===== config.mk =====
export PLATFORM = sky130hd
export DESIGN_NAME = mem_wb_stage
export DESIGN_NICKNAME = d
export VERILOG_FILES = /design/src/rtl/mem_wb_stage.sv
export SDC_FILE = /design/constraint.sdc
export NUM_CORES = 1
export LEC_CHECK = 0
export CORE_ASPECT_RATIO = 0.6
export CORE_MARGIN = 2
export CORE_UTILIZATION = 35
export DETAILED_ROUTE_END_ITERATION = 12
export PLACE_DENSITY = 0.62
export SYNTH_ARGS = -nofsm -noshare
export SYNTH_HDL_FRONTEND = slang
export SYNTH_SLANG_ARGS = --single-unit
export TNS_END_PERCENT = 30

===== constraint.sdc =====
create_clock -name clk -period 4.4 [get_ports clk]
set_clock_uncertainty 0.15 [all_clocks]
set_input_delay 1.32 -clock clk [delete_from_list [all_inputs] [get_ports clk]]
set_output_delay 1.32 -clock clk [all_outputs]
set_load 0.01 [all_outputs]

===== src/rtl/mem_wb_stage.sv =====
// Memory stage and MEM/WB pipeline register: runs the data-memory access over a
// variable-latency req/ack handshake, stalls upstream while busy, registers writeback.
module mem_wb_stage #(
    parameter int TMO_CYCLES = 16
) (
    input  logic        clk,
    input  logic        rst_n,
    input  logic [31:0] alui,
    input  logic [31:0] wdi,
    input  logic [31:0] pcp4i,
    input  logic [4:0]  rdi,
    input  logic        regwi,
    input  logic        memwi,
    input  logic [1:0]  resrci,
    output logic        dm_req,
    output logic        dm_we,
    output logic [31:0] dm_addr,
    output logic [31:0] dm_wdata,
    input  logic [31:0] dm_rdata,
    input  logic        dm_ack,
    output logic        stall,
    output logic [31:0] resulto,
    output logic [4:0]  rdo,
    output logic        regwo,
    output logic        err
);

    localparam logic [7:0] TMO_LAST = 8'(TMO_CYCLES - 1);

    typedef enum logic {IDLE = 1'b0, BUSY = 1'b1} state_t;

    state_t      state, state_nxt;
    logic [7:0]  cnt;

    logic [31:0] addr_p1, wdata_p1, pcp4_p1;
    logic        we_p1, regw_p1;
    logic [4:0]  rd_p1;
    logic [1:0]  resrc_p1;

    logic        access, misal, req_ok, tmo_hit, latch_en, err_set;
    logic [31:0] res_nxt;
    logic [4:0]  rd_nxt;
    logic        regw_nxt;

    function automatic logic [31:0] wb_sel(input logic [1:0]  sel,
                                           input logic [31:0] alu,
                                           input logic [31:0] ld,
                                           input logic [31:0] pcp4);
        case (sel)
            2'b00:   return alu;
            2'b01:   return ld;
            2'b10:   return pcp4;
            default: return '0;
        endcase
    endfunction

    // A store that also selects load data is still a store; only alignment gates the request.
    assign access  = memwi | (resrci == 2'b01);
    assign misal   = access & (alui[1:0] != 2'b00);
    assign req_ok  = access & ~misal;
    assign tmo_hit = (state == BUSY) & ~dm_ack & (cnt == TMO_LAST);

    always_ff @(posedge clk or negedge rst_n) begin
        if (!rst_n) state <= IDLE;
        else        state <= state_nxt;
    end

    always_comb begin
        state_nxt = state;
        case (state)
            IDLE: if (req_ok && !dm_ack)   state_nxt = BUSY;
            BUSY: if (dm_ack || tmo_hit)   state_nxt = IDLE;
        endcase
    end

    always_comb begin
        dm_req   = 1'b0;
        dm_we    = 1'b0;
        dm_addr  = '0;
        dm_wdata = '0;
        stall    = 1'b0;
        latch_en = 1'b0;
        err_set  = 1'b0;
        res_nxt  = '0;
        rd_nxt   = '0;
        regw_nxt = 1'b0;
        case (state)
            IDLE: begin
                dm_req   = req_ok;
                dm_we    = memwi & req_ok;
                dm_addr  = {alui[31:2], 2'b00};
                dm_wdata = wdi;
                if (misal) begin
                    err_set = 1'b1;
                end else if (req_ok && !dm_ack) begin
                    stall    = 1'b1;
                    latch_en = 1'b1;
                end else begin
                    res_nxt  = wb_sel(resrci, alui, dm_rdata, pcp4i);
                    rd_nxt   = rdi;
                    regw_nxt = regwi;
                end
            end
            BUSY: begin
                dm_req   = 1'b1;
                dm_we    = we_p1;
                dm_addr  = addr_p1;
                dm_wdata = wdata_p1;
                stall    = ~dm_ack & ~tmo_hit;
                err_set  = tmo_hit;
                if (dm_ack) begin
                    res_nxt  = wb_sel(resrc_p1, addr_p1, dm_rdata, pcp4_p1);
                    rd_nxt   = rd_p1;
                    regw_nxt = regw_p1;
                end
            end
        endcase
        // Drop the request the instant reset asserts, even mid-access.
        if (!rst_n) begin
            dm_req = 1'b0;
            dm_we  = 1'b0;
            stall  = 1'b0;
        end
    end

    always_ff @(posedge clk or negedge rst_n) begin
        if (!rst_n)             cnt <= '0;
        else if (state == BUSY) cnt <= cnt + 8'd1;
        else                    cnt <= '0;
    end

    // Request capture: held stable for the whole BUSY period
    always_ff @(posedge clk) begin
        if (latch_en) begin
            addr_p1  <= {alui[31:2], 2'b00};
            wdata_p1 <= wdi;
            pcp4_p1  <= pcp4i;
            we_p1    <= memwi;
            rd_p1    <= rdi;
            regw_p1  <= regwi;
            resrc_p1 <= resrci;
        end
    end

    // MEM/WB register
    always_ff @(posedge clk or negedge rst_n) begin
        if (!rst_n) begin
            resulto <= '0;
            rdo     <= '0;
            regwo   <= 1'b0;
            err     <= 1'b0;
        end else begin
            resulto <= res_nxt;
            rdo     <= rd_nxt;
            regwo   <= regw_nxt;
            err     <= err | err_set;
        end
    end

endmodule


==> impl_results.md, run 1 <==
- Clock Tree Buf Depth: 2
- Die area: 21100 µm²
- RePlAce Congestion: 0.808
- Sw Pwr: 0.892 mW
- Hold path endpoint: cnt[0]
- Diodes inserted: 0
- Worst R2R Path Depth: 5
- Leakage power total: 3.86 nW
- Global-route wire length before repair: 34400 µm
- Simple-Gate Fraction of Synth Area: 2.33%
- Number of synthesized flops with an enable pin: 103
- Fin crit period: 4.19 ns
- CTS tree: done
- Via count: 5352
- CP Max Fanout: 3
- CTS Sinks: 151
- RSZ-0062 raised after global routing: no
- Max Clock Freq: 239 MHz
- Setup-failing EPs final: 0
- Setup WS post-layout: 0.211 ns
- CP Capture Type: output port
- CP Class: in2out
- P per Cell Area: 351 nW/µm²
- Power share of the combinational group: 17.1%
- Synth-to-layout area growth: 47.8%
- Post-Synth XOR/XNOR Area: 0.376%
- Post-synthesis compound-gate area fraction: 13.9%
- Mapped Area: 6980 µm²
- Final Cycle Share: 95.2%
- # H-tree levels: 4
- Most common cell after layout, fill and taps aside: clkdlybuf4s50_1
- Hold Crit Depth: 1
- Worst path required time: 2.93 ns
- R2R Path End: pcp4_p1[19]
- Hold wc startpoint: cnt[0]
- Setup crit start kind: input port
- Routed WL per cell: 22.5 µm
- Maximum Capacitance Violations: 0
- I/O Pins: 246
- Final number of hold-violating endpoints: 0
- R2R Setup Slk: 1.62 ns
- Fraction of layout cells with a size suffix above 1: 16.8%
- Drt via density: 5.36
- Most frequent cells in the layout: clkdlybuf4s50_1 (237), edfxtp_1 (103), mux2_2 (62), mux2i_1 (62), a2bb2oi_1 (59)
- Root Buffer: clkbuf_16
- Multiplexer share of the synthesized area: 18.9%
- Num rows: 39
- Die height: 113 µm
- Post-synth ARST share: 31.8%
- Relative slew margins: 31.5%
- Most used flip-flop cell after synthesis: edfxtp_1
- PortBufs: 243
- Sequential-to-total area share from yosys stat: 61.5%
- Internal power: 2.74 mW
- Synth Area in Adders: 0.179%
- Arr. time, crit path: 2.72 ns
- Pre-CTS setup slack: -0.0821 ns
- Outcome: finished clean
- Initial Utilization: 36.2%
- Final WL: 22500 µm
- Worst Tran Pin Value: 1.03 ns
- Die width: 186 µm
- Total GRT Usage: 21.5%
- Hold crit path type: reg2reg
- Clk pwr share: 38.1%
- 1st-iter DRT viols: 246
- Critical R2R Launch: state
- Cells after Synth: 476
- Mean Syn Cell Area: 14.7 µm²
- Total grt overflow: 0
- Vias in the first global route: 5900
- Hold Buf Count CTS: 0
- Post-route ant nets: 0
- Placed instance area: 9780 µm²
- Synth unique cells: 37
- VDD IR max: 0.262 mV
- Largest family of logic cells by synthesized area: multiplexers
- Seq pwr share: 44.8%
- Design area: 10300 µm²
- Antenna violations before repair: 1
- Final #Nets: 861
- Final Slew Violations: 0
- Worst skew pair latency: 0.43 ns
- Core Region: 19300 µm²
- Synth Register Bits: 151
- Sw frac: 24.6%
- DP HPWL: 14800 µm
- Initial DRT Pass Iterations: 5
- DRC Markers: 0
- Clock transition at path regs: 0.06 ns
- CTS Buf Count: 17
- Final Util: 53.6%
- Largest net degree at the start of global routing: 53
- Synth warnings: 0
per-stage QoR:
step / hold WS [ns] / TNS (ns) / power (mW) / instances
after floorplan: 0.275 / 0 / 1.90 / 477
after global placement: 0.291 / -0.0414 / 2.26 / 967
after detailed placement: 0.298 / -0.132 / 2.27 / 967
after CTS: 0.306 / 0 / 3.65 / 999
after global routing: 0.335 / 0 / 3.76 / 999
final: 0.309 / 0 / 3.63 / 999
registers in the layout, indices dropped and copies added, names as in the netlist:
name,count
resulto,32
wdata_p1,32
err,1
addr_p1,30
we_p1,1
resrc_p1,2
regw_p1,1
cnt,8
rd_p1,5
state,1
pcp4_p1,32
regwo,1
rdo,5
synthesized netlist by cell type (3+ instances only):
| cell type | n | area, µm² |
|---|---|---|
| nor2_1 | 7 | 26.3 |
| a2bb2oi_1 | 59 | 517 |
| edfxtp_1 | 103 | 3090 |
| mux2i_1 | 62 | 621 |
| o21ai_0 | 3 | 15.0 |
| dfrtp_1 | 48 | 1200 |
| o22ai_1 | 29 | 181 |
| mux2_2 | 62 | 698 |
| nor2b_1 | 6 | 37.5 |
| buf_4 | 3 | 22.5 |
| inv_1 | 3 | 11.3 |
| clkbuf_1 | 19 | 71.3 |
| o2bb2ai_1 | 12 | 105 |
| a22oi_1 | 9 | 67.6 |
| a21oi_1 | 3 | 15.0 |
| buf_2 | 16 | 80.1 |
| nand2_1 | 6 | 22.5 |
worst max-delay path: stages:
cell and delay [ns]:
clkdlybuf4s50_1 0.47, nor3_4 0.22, o211ai_1 0.18, a21boi_0 0.22, dlygate4sd2_1 0.30
cell families (layout without fill, tap and decap cells):
family | Yosys count | after routing
flops | 151 | 151
mux | 124 | 124
fa+ha+maj | 1 | 1
compound gates | 124 | 124
other cells | 1 | 2
simple gates | 30 | 30
xor+xnor | 3 | 3
buf+inv | 42 | 298
routing by layer:
layer / wire length (µm) / part of all wire [%] / GRT usage [%]
met4: 321 / 1.4 / 7.41
met5: 13 / 0.058 / 0
met1: 10100 / 45 / 28.4
met2: 10100 / 45 / 32.8
met3: 1950 / 8.7 / 7.91
power groups by stage:
stage	clock, mW	combinational [mW]	sequential (mW)
2_1_floorplan	0	0.252	1.65
3_3_place_gp	0	0.611	1.65
3_5_place_dp	0	0.620	1.65
4_1_cts	1.40	0.623	1.63
5_1_grt	1.47	0.658	1.63
6_report	1.38	0.620	1.63
worst max path at each step:
stage               depth (start not counted)  slack (ns)           to  startpoint
floorplan                                   4        0.32  addr_p1[10]   resrci[0]
global placement                            6       -0.04        dm_we     alui[0]
detailed placement                          5       -0.08        stall     alui[0]
CTS                                         5        0.21        stall     alui[0]
global route                                6        0.17       dm_req     alui[0]
finish                                      5        0.21        stall     alui[0]
cell type report:
class / instances / area, µm²
flip-flops and latches: 151 / 4300
fillers: 1619 / 8950
multi-input cells: 284 / 2530
well taps: 266 / 333
clock inverters: 14 / 110
inverters: 3 / 15.0
repair buffers: 263 / 2600
clock buffers: 18 / 439
repair_timing:
action	in CTS	in global routing
resized for setup	3	0
setup buffers	0	0
setup endpoints to repair	3	0
No activity file was read; power rests on OpenSTA's default activity.
==> inputs of run 2 (changes only) <==
DONT_BUFFER_PORTS = 1   (was default)
PLACE_DENSITY = 0.46   (was 0.62)
==> run 2 against run 1 <==
- critical path depth decreased by 2
- utilization down 13 points
- final cell count fell by 26%
- hold slack got worse by 0.011 ns
- clock-buffer cell count is the same
- global-route usage down 3.6 points
- wire length decreased by 17%
- register-to-register slack improved by 0.27 ns
- largest power group unchanged
- non-clock buffer count down 255
- fmax is 14% higher
==> impl_results.md, run 2 (synthesis results as in run 1) <==
- Critical R2R Launch: state
- PortBufs: 0 (-100%)
- Via count: 4190 (-22%)
- Register area: 4300 µm² (unchanged)
- Biggest regs: pcp4_p1: 32 flops, resulto: 32 flops, wdata_p1: 32 flops
- Final number of hold-violating endpoints: 0 (unchanged)
- Final WL: 18600 µm (-17%)
- RSZ-0062 raised after global routing: no
- R2R Setup Slk: 1.89 ns (+0.27 ns)
- Fin crit period: 3.67 ns (-0.515 ns)
- CP Class: reg2out
- R2R Path End: wdata_p1[14]
- Synth-to-layout area growth: 12.2%
- CTS Buf Count: 17 (unchanged)
- RePlAce Congestion: 0.784 (-3.0%)
- Overall power: 3.38 mW (-6.8%)
- Most frequent cells in the layout: edfxtp_1 (103), mux2_2 (62), mux2i_1 (62)
- Relative slew margins: 31.3% (-0.16 points)
- Placed instance area: 7240 µm² (-26%)
- CP Max Fanout: 40 (+37)
- # fillers: 1768 (+9.2%)
- CTS tree: done
- Antenna violations before repair: 0 (-1)
- Setup TNS Final: 0 ns (unchanged)
- Global-route wire length before repair: 28200 µm (-18%)
- Drt via density: 5.63 (+5.1%)
- Maximum Capacitance Violations: 0 (unchanged)
- Outcome: finished clean
- Num rows: 39 (unchanged)
- Worst Tran Pin Value: 1.03 ns (+0.000204 ns)
- Max Clock Freq: 272 MHz (+14%)
- Vias in the first global route: 4555 (-23%)
- Hold path endpoint: cnt[0]
- Root Buffer: clkbuf_16
- DP HPWL: 12200 µm (-18%)
- Arr. time, crit path: 2.20 ns (-0.52 ns)
- Non-Filler Instances: 744 (-26%)
- Hold Crit Depth: 1 (unchanged)
- Hold crit path type: reg2reg
- I/O Pins: 246 (unchanged)
- Initial Utilization: 36.2% (unchanged)
- Resized Gates After CTS: 0 (-3)
- Final #Nets: 606 (-30%)
- Initial DRT Pass Iterations: 4 (-1)
- Most common cell after layout, fill and taps aside: edfxtp_1
- Pre-CTS setup slack: 0.690 ns (+0.772 ns)
- Hold Buf Count CTS: 0 (unchanged)
- Clock Tree Buf Depth: 2 (unchanged)
- Post-route ant nets: 0 (unchanged)
- Worst skew pair latency: 0.41 ns (-0.02 ns)
- CTS Sinks: 151 (unchanged)
- Leakage power total: 2.86 nW (-26%)
- Multi-input combinational cell area: 2530 µm² (unchanged)
- Largest net degree at the start of global routing: 55 (+3.8%)
- Final Cycle Share: 83.5% (-12 points)
- Die height: 113 µm (unchanged)
- Clock transition at path regs: 0.06 ns (about the same)
- Die width: 186 µm (unchanged)
- Total GRT Usage: 17.9% (-3.6 points)
- Setup WS post-layout: 0.726 ns (+0.515 ns)
- Core Region: 19300 µm² (unchanged)
- VDD IR max: 0.246 mV (-6.1%)
- Placed Cells: 712 (-26%)
- Diodes inserted: 0 (unchanged)
- Design area: 7830 µm² (-24%)
- Die area: 21100 µm² (unchanged)
- Setup crit start kind: register
- DRC Markers: 0 (unchanged)
- Final Slew Violations: 0 (unchanged)
- Post-CTS Setup Bufs: 0 (unchanged)
- # H-tree levels: 4 (unchanged)
- Worst R2R Path Depth: 4 (-1)
- Fraction of layout cells with a size suffix above 1: 22.6% (+5.8 points)
- P per Cell Area: 432 nW/µm² (+23%)
- CP Capture Type: output port
- Worst path required time: 2.93 ns (about the same)
- 1st-iter DRT viols: 184 (-25%)
- Total grt overflow: 0 (unchanged)
- Setup-failing EPs final: 0 (unchanged)
- Hold wc startpoint: cnt[0]
- Routed WL per cell: 25.0 µm (+11%)
-- run 2: worst max-delay path by stage --
| stage | startpoint | endpoint | slack (ns) | depth (start not counted) |
|---|---|---|---|---|
| global placement | alui[0] | stall | 0.71 | 3 |
| CTS | state | dm_we | 0.66 | 3 |
| floorplan | resrci[0] | addr_p1[10] | 0.32 | 4 |
| finish | state | dm_we | 0.73 | 3 |
| global route | state | dm_we | 0.57 | 3 |
| detailed placement | alui[0] | stall | 0.69 | 3 |
-- run 2: per-layer routing --
layer	vias to the layer above	GRT usage, %	routed length, µm
met3	12	9.66	2090
li1	1868	-	-
met1	2148	23.0	8150
met2	162	26.3	8200
met4	0	4.85	170
met5	-	0	0
-- run 2: cell type report --
cell class / instances / area share (%)
clock buffer: 18 / 5.48
timing repair buffer: 8 / 0.926
clock inverter: 14 / 2.04
multi-input combinational: 284 / 32.2
sequential: 151 / 54.9
tap: 266 / 4.25
inverter: 3 / 0.192
-- run 2: worst max-delay path, stage by stage, from the launching register on --
cell and delay, ns:
dfrtp_4 0.77, buf_4 0.53, a22oi_1 0.18, nor2b_1 0.26
-- run 2: power breakdown --
group | switching [mW] | internal [mW]
clock | 0.581 | 0.886
combinational | 0.142 | 0.135
sequential | 0.0475 | 1.59
-- run 2: through the flow --
stage                     util [%]  hold slack, ns
after floorplan                  -           0.275
after global placement        37.6           0.287
after detailed placement      37.6           0.293
after CTS                     40.6           0.301
after global routing          40.6           0.344
final                         40.6           0.298
